[src/rtl/highscore_table.sv]
// Score keeper and sorted high-score table for the Snake game, with a
// multi-cycle double-dabble converter driving the selected value as packed BCD.
module highscore_table #(
  parameter int SCORE_W = 11,
  parameter int DEPTH   = 3,
  parameter int SEL_W   = 2,
  parameter int DIGITS  = 4
) (
  input  logic                  clk,
  input  logic                  rst,
  input  logic                  increment,
  input  logic                  commit,
  input  logic                  new_game,
  input  logic [SEL_W-1:0]      sel,
  output logic [4*DIGITS-1:0]   bcd_out,
  output logic                  bcd_valid,
  output logic [SEL_W-1:0]      rank,
  output logic                  new_high,
  output logic [1:0]            o_dbg_state
);

  localparam logic [SCORE_W-1:0] SCORE_MAX = '1;
  localparam int CNT_W = $clog2(SCORE_W + 1);

  typedef enum logic {PLAYING = 1'b0, LOCKED = 1'b1} score_state_t;
  typedef enum logic {IDLE = 1'b0, CONVERT = 1'b1} conv_state_t;

  score_state_t r_score_state, w_score_state_nxt;
  conv_state_t  r_conv_state, w_conv_state_nxt;

  logic [SCORE_W-1:0]  r_score, w_score_nxt;
  logic [SCORE_W-1:0]  r_table [DEPTH];
  logic                w_place, w_do_insert;
  logic [SEL_W-1:0]    w_ins_idx;

  logic [SCORE_W-1:0]  w_sel_val, r_snap, r_shift;
  logic [4*DIGITS-1:0] r_bcd, r_bcd_out, w_adj, w_bcd_step;
  logic [CNT_W-1:0]    r_step;
  logic                w_start, w_last;

  // Lowest table position the current score beats; ties rank below.
  always_comb begin
    w_place   = 1'b0;
    w_ins_idx = '0;
    for (int i = DEPTH - 1; i >= 0; i--) begin
      if (r_score > r_table[i]) begin
        w_place   = 1'b1;
        w_ins_idx = SEL_W'(i);
      end
    end
  end

  always_ff @(posedge clk or negedge rst) begin
    if (!rst) r_score_state <= PLAYING;
    else      r_score_state <= w_score_state_nxt;
  end

  always_comb begin
    w_score_state_nxt = r_score_state;
    w_score_nxt       = r_score;
    w_do_insert       = 1'b0;
    if (new_game) begin
      w_score_state_nxt = PLAYING;
      w_score_nxt       = '0;
    end else if (r_score_state == PLAYING) begin
      if (commit) begin
        w_score_state_nxt = LOCKED;
        w_do_insert       = w_place;
      end else if (increment && (r_score != SCORE_MAX)) begin
        w_score_nxt = r_score + SCORE_W'(1);
      end
    end
  end

  always_ff @(posedge clk or negedge rst) begin
    if (!rst) begin
      r_score <= '0;
      for (int i = 0; i < DEPTH; i++) r_table[i] <= '0;
    end else begin
      r_score <= w_score_nxt;
      if (w_do_insert) begin
        for (int i = DEPTH - 1; i >= 1; i--) begin
          if (SEL_W'(i) > w_ins_idx) r_table[i] <= r_table[i-1];
        end
        for (int i = 0; i < DEPTH; i++) begin
          if (SEL_W'(i) == w_ins_idx) r_table[i] <= r_score;
        end
      end
    end
  end

  assign rank     = (r_score_state == PLAYING && w_place) ? (w_ins_idx + SEL_W'(1)) : '0;
  assign new_high = (r_score_state == PLAYING) && (r_score > r_table[0]);

  always_comb begin
    w_sel_val = '0;
    if (sel == '0) begin
      w_sel_val = r_score;
    end else begin
      for (int i = 0; i < DEPTH; i++) begin
        if (sel == SEL_W'(i + 1)) w_sel_val = r_table[i];
      end
    end
  end

  // One double-dabble step: add 3 to digits >= 5, then shift in the next bit.
  always_comb begin
    w_adj = r_bcd;
    for (int d = 0; d < DIGITS; d++) begin
      if (r_bcd[4*d +: 4] >= 4'd5) w_adj[4*d +: 4] = r_bcd[4*d +: 4] + 4'd3;
    end
    w_bcd_step = {w_adj[4*DIGITS-2:0], r_shift[SCORE_W-1]};
  end

  assign w_start = (r_conv_state == IDLE) && (w_sel_val != r_snap);
  assign w_last  = (r_conv_state == CONVERT) && (r_step == CNT_W'(SCORE_W - 1));

  always_ff @(posedge clk or negedge rst) begin
    if (!rst) r_conv_state <= IDLE;
    else      r_conv_state <= w_conv_state_nxt;
  end

  always_comb begin
    w_conv_state_nxt = r_conv_state;
    if (w_start)     w_conv_state_nxt = CONVERT;
    else if (w_last) w_conv_state_nxt = IDLE;
  end

  always_ff @(posedge clk or negedge rst) begin
    if (!rst) begin
      r_snap    <= '0;
      r_shift   <= '0;
      r_bcd     <= '0;
      r_step    <= '0;
      r_bcd_out <= '0;
    end else if (w_start) begin
      r_snap  <= w_sel_val;
      r_shift <= w_sel_val;
      r_bcd   <= '0;
      r_step  <= '0;
    end else if (r_conv_state == CONVERT) begin
      r_bcd   <= w_bcd_step;
      r_shift <= {r_shift[SCORE_W-2:0], 1'b0};
      r_step  <= r_step + CNT_W'(1);
      if (w_last) r_bcd_out <= w_bcd_step;
    end
  end

  assign bcd_out     = r_bcd_out;
  assign bcd_valid   = (r_conv_state == IDLE) && (w_sel_val == r_snap);
  assign o_dbg_state = {r_conv_state, r_score_state};

endmodule

[config.mk]
export PLATFORM = sky130hd
export DESIGN_NAME = highscore_table
export DESIGN_NICKNAME = d
export VERILOG_FILES = /design/src/rtl/highscore_table.sv
export SDC_FILE = /design/constraint.sdc
export NUM_CORES = 1
export LEC_CHECK = 0
export BUFFER_PORTS_ARGS = -buffer_cell sky130_fd_sc_hd__clkbuf_2
export CAP_MARGIN = 40
export CORE_MARGIN = 3
export CORE_UTILIZATION = 65
export DETAILED_ROUTE_END_ITERATION = 12
export PLACE_DENSITY = 0.84
export SLEW_MARGIN = 10
export SYNTH_ARGS = -nofsm -noshare
export SYNTH_HDL_FRONTEND = slang
export SYNTH_SLANG_ARGS = --single-unit
[constraint.sdc]
create_clock -name clk -period 8 [get_ports clk]
set_input_delay 0.4 -clock clk [delete_from_list [all_inputs] [get_ports clk]]
set_output_delay 0.4 -clock clk [all_outputs]
set_load 0.01 [all_outputs]
# Word-level counts from Yosys, hierarchy flattened
# Cells that the tools add are included.
# Widths: inputs -> output; s select.
[totals]
reg_bits = 104
word_cells = 96
[op_classes]
addsub = 7
order_cmp = 9
eq_ne = 11
n_mux = 37
bitwise_logic = 3
reduce_logical = 18
[op_table]
columns = ["op", "n"]
rows = [
  ["$mux 11", 14],
  ["$gt 11x11->1", 3],
  ["$mux 16", 2],
  ["$mux 4", 5],
  ["$ge 4x3->1 const B", 4],
  ["$add 4x2->4 const B", 3],
  ["$add 11x1->11 const B", 1],
  ["$eq 11x11->1", 1],
  ["$mux 1", 11],
  ["$ne 11x11->1", 1],
  ["$ne 11x11->1 const B", 1],
  ["$reduce_bool 2->1", 5],
  ["$mux 2", 4],
  ["$logic_and 1x1->1", 6],
  ["$reduce_and 2->1", 3],
  ["$reduce_and 3->1", 2],
  ["$add 4x1->4 const B", 1],
  ["$eq 2x2->1 const B", 2],
  ["$eq 4x4->1 const B", 1],
  ["$logic_not 2->1", 2],
  ["$add 3x2->3 const B", 1],
  ["$mux 3", 1],
  ["$not 1->1", 3],
  ["$add 2x1->2 const B", 1],
  ["7 further kinds", 7],
]

# Depth between registers and ports, before layout
# Gate-level depths: netlist of run 1.
[logic_depth]
word_depth = 9
ltp_mapped = 13
ltp_nobuf = 12

# Worst setup path before layout of run 1
# No wires, ideal clock.
[synth_timing]
path_type = "register to register"
from = "register r_score[8]"
to = "register r_table[10] in the netlist's numbering"
setup_ps = 131
t_arrival_ps = 2902
required_time_ps = 7869
slack_ps = 4967
path_stages_with_launch = 12
n_path_buf = 1
path_cell_list = "dfrtp_1 > ha_1 > nand4_1 > o211ai_1 > a31oi_1 > a222oi_1 > nor2b_1 > inv_1 > ha_1 > clkbuf_1 > mux2i_1 > mux2i_1"
[synth_via]
elab_chain_len = 8
[synth_rtl]
columns = ["item", "line_no", "source"]
rows = [
  ["from (decl)", "31", "logic [SCORE_W-1:0] r_score, w_score_nxt;"],
  ["from (signal assigned)", "80", "r_score <= w_score_nxt;"],
  ["$gt 11x11->1", "46", "if (r_score > r_table[i]) begin"],
  ["$mux 1 (3 in a row)", "46", ""],
  ["$mux 1", "66", "if (commit) begin"],
  ["$mux 1", "65", "end else if (r_score_state == PLAYING) begin"],
  ["$mux 1", "62", "if (new_game) begin"],
  ["$reduce_and 2->1 (no source line)", "--", ""],
  ["to (signal, indexed assignment)", "83", "if (SEL_W'(i) > w_ins_idx) r_table[i] <= r_table[i-1];"],
  ["to (signal, indexed assignment)", "86", "if (SEL_W'(i) == w_ins_idx) r_table[i] <= r_score;"],
  ["to (decl)", "32", "logic [SCORE_W-1:0] r_table [DEPTH];"],
]
# Parallel ways exist; a longest one is shown, timed or not.
# A chain may end at the register's enable or synchronous reset.

# Worst setup path in the final report of run 1
[layout_timing]
from = "register r_score[8]"
to = "register r_table[0] in the netlist's numbering"
# Same word-level chain as after synthesis.

==> results.cfg, run 1 <==
[outcome]
status = complete, but fails checks
violations = hold timing

[routing]
vias = 4354
viasPerCell = 5.87
drc_errors = 0
first_pass_iters = 5
post_drt_wl_per_cell_um = 17.1
routed_wl_mm = 12.7
ant_nets = 0
first_iter_violations = 250

[finish]
layout-drive-gt1-share_pct = 14.8
areaGrowthSynthToFinish_pct = 7.67
fillers = 622
final-seq-area_mm2 = 0.00260
nNetsFinal = 666
diodes = 0
multi_input_area_mm2 = 0.00326

[worst_setup_path]
cp_max_fo = 11
cp.arrival_ps = 4220
r2r_cells = 10
ff2ff_setup_slack_ps = 4050
crit_slowest_cell = a222oi_1
critPathKind = reg2reg
crit_path_end_kind = flip-flop
cp-start-kind = flip-flop
required_ps = 8270
timing.rr.start = r_score[8]$_DFFE_PN0P_
critPathMaxStageDelay_ps = 870
cp_cell_sequence = ha_1 > nand4_1 > nor2_1 > o21ai_0 > a222oi_1 > nor2b_1 > inv_1 > ha_1 > mux2_2 > mux2_2
r2r_end = r_table[0]$_DFFE_PN0P_

[timing]
worstMarginPinSlew_ps = 980
grt_setup_unrepaired = no
whs_ps = -1.35
drv_slew = 0
final.period_utilization_pct = 49.4
slew_headroom_pct = 34.7
setup_violations = 0
fmax_ghz = 0.253
hold_viol_final = 1
skew_ps = 10.7
finalSetupTns_ps = 0
post-route-min-period_ps = 3950

[clock_tree]
cts_setup_buffers = 0
htreeDepth = 3
cts_tree = yes
cts-buffers-inserted = 9
clock_latency_ps = 370
clk_pin_slew_ps = 110
root_buffer = clkbuf_8
cts_resized = 0
cts_max_path_buffers = 2
cts_sinks = 104
postCtsHoldBufs = 0

[placed_design]
numPortBuffers = 28
globalplace.congestion = 0.927
hpwlAfterDp_mm = 9.29

[synthesis]
ys_seq_elements = 104
synth_top_cell_by_area = dfrtp_1
ys.flop_type = dfrtp_1
yosysTopAreaCellShare_pct = 42.2
synth.distinct_cells = 51
ys_seq_area_share_pct = 42.2
ys_top_cells_by_count = 104 x dfrtp_1, 62 x nand2_1, 53 x mux2i_1
syn_nets = 644
postSynthCellCount = 589
ys_warn_count = 0
synth_top_cells_by_area = dfrtp_1 42%, ha_1 9.7%, mux2i_1 8.6%
syn_avg_cell_area_um2 = 10.5
synth_edf_count = 0
async_flop_share_pct = 100
synth_most_common_cell = dfrtp_1
syn_area_mm2 = 0.00617

[grt]
grt_start_max_net_pins = 63
grt_pass1_wl_mm = 21.4
gr-usage-all-layers_pct = 25.9
overflow = 0
grt_pass1_vias = 4512
antenna_found_initial = 0

[floorplanning]
die-width_um = 103
die_h_um = 103
num_rows = 34
start_util_pct = 68.7
ioPinCount = 29
core_mm2 = 0.00898
fp.dieArea_mm2 = 0.0107

[power]
finalPower_uw = 1560
ir_worst_vdd_v = 0.000113
leakage_uw = 0.00324
power_density_mw_per_mm2 = 235

[min_path]
hold_class = in2async

[flow_run]
drv_cap = 0
where the power goes:
group	internal [µW]	total (µW)	switching, µW	leakage, µW
Clock	158	349	191	0.000103
Combinational	219	461	241	0.00189
Sequential	653	752	98.9	0.00125
cell usage in the layout, fill, tap and decap left out, drive strengths merged, types with 3 or more instances in the layout:
cell type and n:
o21a 3, nor2 28, nor3b 9, a211oi 3, nand2 62, mux4 11
inv 50, a21oi 29, nand2b 5, nand3 17, xnor2 23, ha 48
and2 4, clkbuf 37, and3 3, o21ai 39, a31oi 4, mux2 28
nor4 3, nand4 6, buf 9, dfrtp 104, nor3 7, mux2i 53
nor2b 7
layout make-up:
type / count / share of cell area, %
clock buffers: 10 / 2.07
clock inverters: 6 / 1.15
inverters: 49 / 2.77
multi-input cells: 411 / 49.0
flip-flops and latches: 104 / 39.2
well taps: 126 / 2.37
repair buffers: 36 / 3.41
critical path, delay by kind of cell, from the launching register on:
family	cells	cell delay, ps
buffers and inverters	1	160
AND/OR/NAND/NOR	3	500
AO/OA/AOI/OAI	2	970
adder cells (fa/ha/maj)	2	1050
multiplexers	2	660
flip-flops	1	520
routing by layer:
layer	wire (µm)	share of wire (%)	global-route usage, %
met5	0	0	0
met4	282	2.2	10.2
met3	429	3.4	2.95
met2	6710	53	46.5
met1	5300	42	31.9
registers in the layout, summed over array words and instances, names as in the netlist:
signal / flops
r_conv_state: 1
r_bcd: 16
r_shift: 11
r_snap: 11
r_step: 4
r_score_state: 1
r_score: 11
bcd_out: 16
r_table: 33
how the worst max path moves through the flow:
stage / startpoint / cells past startpoint / endpoint / slack, ps
after global placement: r_score[8]$_DFFE_PN0P_ / 10 / r_table[0]$_DFFE_PN0P_ / 4310
after floorplan: r_score[8]$_DFFE_PN0P_ / 11 / r_table[10]$_DFFE_PN0P_ / 4970
after global routing: r_score[8]$_DFFE_PN0P_ / 10 / r_table[0]$_DFFE_PN0P_ / 3800
after CTS: r_score[8]$_DFFE_PN0P_ / 10 / r_table[0]$_DFFE_PN0P_ / 4070
after detailed placement: r_score[8]$_DFFE_PN0P_ / 10 / r_table[0]$_DFFE_PN0P_ / 4100
final: r_score[8]$_DFFE_PN0P_ / 10 / r_table[0]$_DFFE_PN0P_ / 4050
per-stage QoR:
stage	hold WS (ps)	instances	setup slack, ps	area, µm²	utilization [%]
after detailed placement	425	726	4100	6430	71.6
after CTS	15.1	742	4070	6640	74.0
after global routing	37.0	742	3800	6640	74.0
final	-1.35	742	4050	6640	74.0
after floorplan	104	589	4970	6170	-
after global placement	418	724	4310	6390	71.2
logic make-up after synthesis:
family / Yosys count / synth area share (%)
simple gates: 154 / 12.2
flops: 104 / 42.2
compound gates: 92 / 8.60
mux: 92 / 18.0
buf+inv: 74 / 5.35
fa+ha+maj: 48 / 9.73
xor+xnor: 25 / 3.91
Power figures use the tool's default switching activity.
==> run 2, diff against run 1 <==
--- a/config.mk
+++ b/config.mk
@@ -5,12 +5,13 @@
 export SDC_FILE = /design/constraint.sdc
 export NUM_CORES = 1
 export LEC_CHECK = 0
+export ABC_AREA = 1
 export BUFFER_PORTS_ARGS = -buffer_cell sky130_fd_sc_hd__clkbuf_2
 export CAP_MARGIN = 40
 export CORE_MARGIN = 3
-export CORE_UTILIZATION = 65
+export CORE_UTILIZATION = 56
 export DETAILED_ROUTE_END_ITERATION = 12
-export PLACE_DENSITY = 0.84
+export PLACE_DENSITY = 0.76
 export SLEW_MARGIN = 10
 export SYNTH_ARGS = -nofsm -noshare
 export SYNTH_HDL_FRONTEND = slang
==> constraint.sdc (replaced) <==
create_clock -name clk -period 3.35 [get_ports clk]
set_input_delay 0.1675 -clock clk [delete_from_list [all_inputs] [get_ports clk]]
set_output_delay 0.1675 -clock clk [all_outputs]
set_load 0.01 [all_outputs]
==> run 2 against run 1 <==
Against the previous run:
- the flow now finishes without violations
- via count is 30% higher
- flip-flop and latch count unchanged
- register-to-register slack worse by 3700 ps
- final cell count grew 36%
- clock-buffer cell count did not move
- sequential power grew to 2.5 times the previous value
- sequential share of layout area down 1.7 points
- first-iteration DRC count increased by 100%
- critical path depth rose by 2
- critical endpoint is now rank[1]
==> results.cfg, run 2 <==
[synthesis]
synth_compound_area_share_pct = 13.6
ys.flop_type = dfrtp_1
synth_top_family_by_area = simple AND/OR/NAND/NOR gates
ys_seq_elements = 104
synth_edf_count = 0
syn_avg_cell_area_um2 = 7.60
yosys.area_share.simple_pct = 26.6
synth_most_common_cell = nand2_1
postSynthCellCount = 843
async_flop_share_pct = 100
synthMuxAreaShare_pct = 0
ys_seq_area_share_pct = 40.6
synth.distinct_cells = 38
ys_top_cells_by_count = 266 x nand2_1, 104 x dfrtp_1, 97 x inv_1
yosys.area_share.adder_pct = 9.38
synth-xor-area-share_pct = 0.820
synth_top_cells_by_area = dfrtp_1 41%, nand2_1 16%, ha_1 9.4%
syn_nets = 898
synth_top_cell_by_area = dfrtp_1
yosysTopAreaCellShare_pct = 40.6
ys_warn_count = 0
syn_area_mm2 = 0.00640

[timing]
drv_slew = 0
hold_viol_final = 0
grt_setup_unrepaired = no
fmax_ghz = 0.330
slew_headroom_pct = 49.6
skew_ps = 10.6
finalSetupTns_ps = 0
setup_violations = 0
post-route-min-period_ps = 3030
setup_slack_ps = 319
worstMarginPinSlew_ps = 755
final.period_utilization_pct = 90.5

[floorplanning]
die_h_um = 113
num_rows = 38
fp.dieArea_mm2 = 0.0128
start_util_pct = 58.1
die-width_um = 113
ioPinCount = 29
core_mm2 = 0.0110

[outcome]
status = finished clean

[placed_design]
dp_slack_ps = 281
hpwlAfterDp_mm = 11.9
place_inst = 991
globalplace.congestion = 0.958
numPortBuffers = 28

[power]
clkPwrFrac_pct = 19.1
pwr-share-comb_pct = 46.9
switching_share_pct = 43.2
power_density_mw_per_mm2 = 804
p_sw_uw = 2410
leakage_uw = 0.00353
ir_worst_vdd_v = 0.000643
internal_power_uw = 3170
share_seq_of_total_power_pct = 34.0

[clock_tree]
clock_latency_ps = 350
cts_tree = yes
root_buffer = clkbuf_16
cts_sinks = 104
cts_max_path_buffers = 2
cts-buffers-inserted = 9
clk_pin_slew_ps = 70
htreeDepth = 3
cts_setup_buffers = 0

[finish]
final-seq-area_mm2 = 0.00260
fillers = 985
largest-register = r_table
layout-drive-gt1-share_pct = 9.11
instances_no_fill = 1007
nNetsFinal = 918
diodes = 0
multi_input_area_mm2 = 0.00323
final_common_cell = nand2_1
final_cell_mix = 266 x nand2_1, 104 x dfrtp_1, 97 x inv_1
areaGrowthSynthToFinish_pct = 8.32
largest_reg_flops = 33

[worst_setup_path]
cp-start-kind = flip-flop
cp_max_fo = 9
critPathKind = reg2out
startpoint = r_score[10]$_DFFE_PN0P_
required_ps = 3180
crit_path_end_kind = primary output
ff2ff_setup_slack_ps = 330
cp.arrival_ps = 2860
timing.rr.start = r_score[10]$_DFFE_PN0P_

[routing]
viasPerCell = 5.63
drc_errors = 0
routed_wl_mm = 15.9
first_pass_iters = 5
vias = 5670
ant_nets = 0
first_iter_violations = 512
post_drt_wl_per_cell_um = 15.8

[flow_run]
drv_cap = 0

[grt]
gr-usage-all-layers_pct = 26.3
overflow = 0
grt_pass1_wl_mm = 26.8
grt_start_max_net_pins = 61
antenna_found_initial = 0
grt_pass1_vias = 5599

[min_path]
hold_class = in2reg
holdCritStartpoint = new_game
[run 2: final timing paths]
kind | end | depth (start not counted)
worst max register to register | r_table[2]$_DFFE_PN0P_ | 11
min in group asynchronous | r_table[0]$_DFFE_PN0P_ | 2
max in group asynchronous | r_table[23]$_DFFE_PN0P_ | 3
worst min register to register | r_shift[3]$_DFFE_PN0P_ | 2
worst min-delay path | r_score_state$_DFF_PN0_ | 2
worst max-delay path | rank[1] | 12
[run 2: routing by layer]
metal	wire length, µm	vias to the layer above	track usage, %
met1	6880	2689	33.1
met3	756	33	4.87
met4	401	0	9.21
li1	-	2779	-
met5	0	-	0
met2	7900	169	45.5
[run 2: metrics by stage]
step	utilization (%)	power [µW]	hold slack (ps)	cell area [µm²]
finish	62.9	5580	61.0	6940
global route	62.9	6040	85.8	6940
CTS	62.9	5590	42.1	6930
detailed placement	60.1	4480	290	6630
global placement	60.1	4360	277	6630
floorplan	-	3750	-128	6400
[run 2: power groups by stage]
stage / combinational, µW / sequential [µW] / clock, µW
2_1_floorplan: 1870 / 1880 / 0
3_3_place_gp: 2470 / 1880 / 0
3_5_place_dp: 2570 / 1910 / 0
4_1_cts: 2600 / 1890 / 1100
5_1_grt: 2960 / 1940 / 1140
6_report: 2620 / 1900 / 1070
[run 2: cell type report]
type | instances | share of cell area, %
well taps | 140 | 2.52
clock inverters | 5 | 0.830
clock buffers | 10 | 3.44
multi-input cells | 605 | 46.6
flip-flops and latches | 104 | 37.5
inverters | 100 | 5.41
repair buffers | 43 | 3.72
[run 2: logic make-up after synthesis]
family                   Yosys count
buffers and inverters            134
AO/OA/AOI/OAI                    149
AND/OR/NAND/NOR                  402
flip-flops                       104
adder cells (fa/ha/maj)           48
XOR/XNOR                           6
[run 2: what timing repair did]
action / CTS / global route
endpoints found under the hold margin: 58 / 0
hold buffers: 1 / 0
resized for setup: 0 / 1
setup endpoints to repair: 0 / 5
[run 2: worst max-delay path, cell delays in order (launching register included)]
cell	delay, ps
dfrtp_1	550
ha_1	390
nand2_1	80
nor2_1	230
nand4_1	140
nand2_1	130
inv_1	60
nor2_1	250
inv_1	130
ha_1	290
inv_1	40
nor2_1	90
clkbuf_2	130
==> run 3, diff against run 2 <==
==> constraint.sdc (replaced) <==
create_clock -name clk -period 2.45 [get_ports clk]
set_input_delay 0.1225 -clock clk [delete_from_list [all_inputs] [get_ports clk]]
set_output_delay 0.1225 -clock clk [all_outputs]
set_load 0.01 [all_outputs]
==> run 3 against run 2 <==
Against the previous run:
- via count is 8.3% higher
- worst setup slack worse by 460 ps
- cell area is 13% higher
- critical path type unchanged
- the flow now finishes with violations (setup timing)
- hold slack worse by 56 ps
- flip-flop and latch count stayed put
- global-route usage is 1.4 points higher
- non-clock buffer count is 42 higher
==> results.cfg, run 3 (same netlist as run 2, synthesis figures left out) <==
[min_path]
hold_class = in2reg
whs_path_depth = 2
holdCritStartpoint = new_game
min_to = r_score_state$_DFF_PN0_

[power]
leakage_uw = 0.00386
ir_worst_vdd_v = 0.000692
finalPower_uw = 9290
power_density_mw_per_mm2 = 1180

[outcome]
violations = setup timing
status = complete, but fails checks

[grt]
antenna_found_initial = 0
grt_pass1_wl_mm = 28.5
overflow = 0
gr-usage-all-layers_pct = 27.7
grt_start_max_net_pins = 44
grt_pass1_vias = 5876

[routing]
routed_wl_mm = 18.1
first_iter_violations = 697
ant_nets = 0
post_drt_wl_per_cell_um = 17.2
vias = 6143
first_pass_iters = 7
viasPerCell = 5.85
drc_errors = 0

[worst_setup_path]
cp-start-kind = flip-flop
crit_path_end_kind = primary output
cp_max_fo = 6
cp.arrival_ps = 2470
timing.rr.start = r_score[10]$_DFFE_PN0P_
critPathKind = reg2out
required_ps = 2330
ff2ff_setup_slack_ps = -110
startpoint = r_score[10]$_DFFE_PN0P_
r2r_cells = 16
r2r_end = r_table[0]$_DFFE_PN0P_

[finish]
nNetsFinal = 960
fillers = 835
fin_util_pct = 71.3
multi_input_area_mm2 = 0.00365
final_area_mm2 = 0.00787
areaGrowthSynthToFinish_pct = 22.8
final-seq-area_mm2 = 0.00262
final_common_cell = nand2_1
diodes = 0
layout-drive-gt1-share_pct = 21.5
final_cell_mix = 256 x nand2_1, 94 x dfrtp_1, 88 x inv_1
largest_reg_flops = 33
largest-register = r_table

[clock_tree]
clock_latency_ps = 360
cts_sinks = 104
cts_max_path_buffers = 2
root_buffer = clkbuf_16
htreeDepth = 3
clk_pin_slew_ps = 70
cts-buffers-inserted = 9
cts_tree = yes

[timing]
skew_ps = 10.5
setup_violations = 12
post-route-min-period_ps = 2590
whs_ps = 4.93
grt_setup_unrepaired = yes
final.period_utilization_pct = 106
drv_slew = 0
setup_slack_ps = -145
fmax_ghz = 0.385
slew_headroom_pct = 62.5
hold_viol_final = 0
worstMarginPinSlew_ps = 561

[floorplanning]
die_h_um = 113
die-width_um = 113
ioPinCount = 29
fp.dieArea_mm2 = 0.0128
num_rows = 38
core_mm2 = 0.0110
start_util_pct = 58.1

[placed_design]
numPortBuffers = 28
hpwlAfterDp_mm = 11.9
globalplace.congestion = 0.942
placed_area_mm2 = 0.00685

[flow_run]
drv_cap = 0
==> run 3: cell count changes in the layout (fill, tap and decap cells not counted), moves of 10 or more <==
cell / delta
o21ai_1: +12
buf_4: +29
nand2_1: -10
o21ai_0: -17
ha_1: -22
dfrtp_2: +10
ha_4: +21
dfrtp_1: -10
==> run 3: stage by stage <==
stage | setup TNS (ps) | setup WS, ps | std cells
floorplan | 0 | 14.0 | 843
global placement | 0 | 28.5 | 1012
detailed placement | -285 | -101 | 1012
CTS | -68.5 | -68.5 | 1033
global route | -2440 | -233 | 1050
finish | -1010 | -145 | 1050
==> run 3: routing by layer <==
| layer | GRT usage, % | vias to the layer above | routed length, µm |
|---|---|---|---|
| li1 | - | 2876 | - |
| met1 | 35.5 | 2939 | 7410 |
| met2 | 47.5 | 272 | 8940 |
| met3 | 5.67 | 56 | 1200 |
| met4 | 8.09 | 0 | 556 |
| met5 | 0 | - | 0 |
==> run 3: worst max path at each step <==
stage                              endpoint  slack (ps)  depth (start not counted)
global route                        rank[1]        -230                         11
detailed placement  r_table[10]$_DFFE_PN0P_        -100                         12
CTS                                 rank[1]         -70                         11
floorplan           r_table[10]$_DFFE_PN0P_          10                         13
global placement     r_table[2]$_DFFE_PN0P_          30                         14
finish                              rank[1]        -140                         13
==> run 3: area by class of cell <==
type / instances / share of cell area [%]
clock buffer: 9 / 2.86
multi-input combinational: 605 / 46.4
tap: 140 / 2.23
sequential: 104 / 33.2
timing repair buffer: 85 / 9.21
clock inverter: 7 / 1.30
inverter: 100 / 4.77
==> run 3: what timing repair did <==
action	in CTS	in global routing
hold buffers	1	0
gates resized for setup	48	61
endpoints found under the hold margin	39	0
gates cloned	0	5
endpoints found under the setup margin	16	36
pin swaps	15	29
setup buffers	4	12
==> run 3: power by group <==
group	leakage, µW	internal, µW	switching (µW)
Combinational	0.00234	2190	2910
Sequential	0.00135	2230	362
Clock	0.000162	908	688
==> run 3: worst max-delay path: stages, from the launching register on <==
cell,delay (ps)
dfrtp_2,500
ha_4,290
nand2_4,80
nor2_4,50
buf_4,120
nand2_1,80
nand3_2,90
nand2_4,90
nand4_1,140
buf_4,190
ha_4,260
inv_2,30
nor2_2,80
buf_2,120
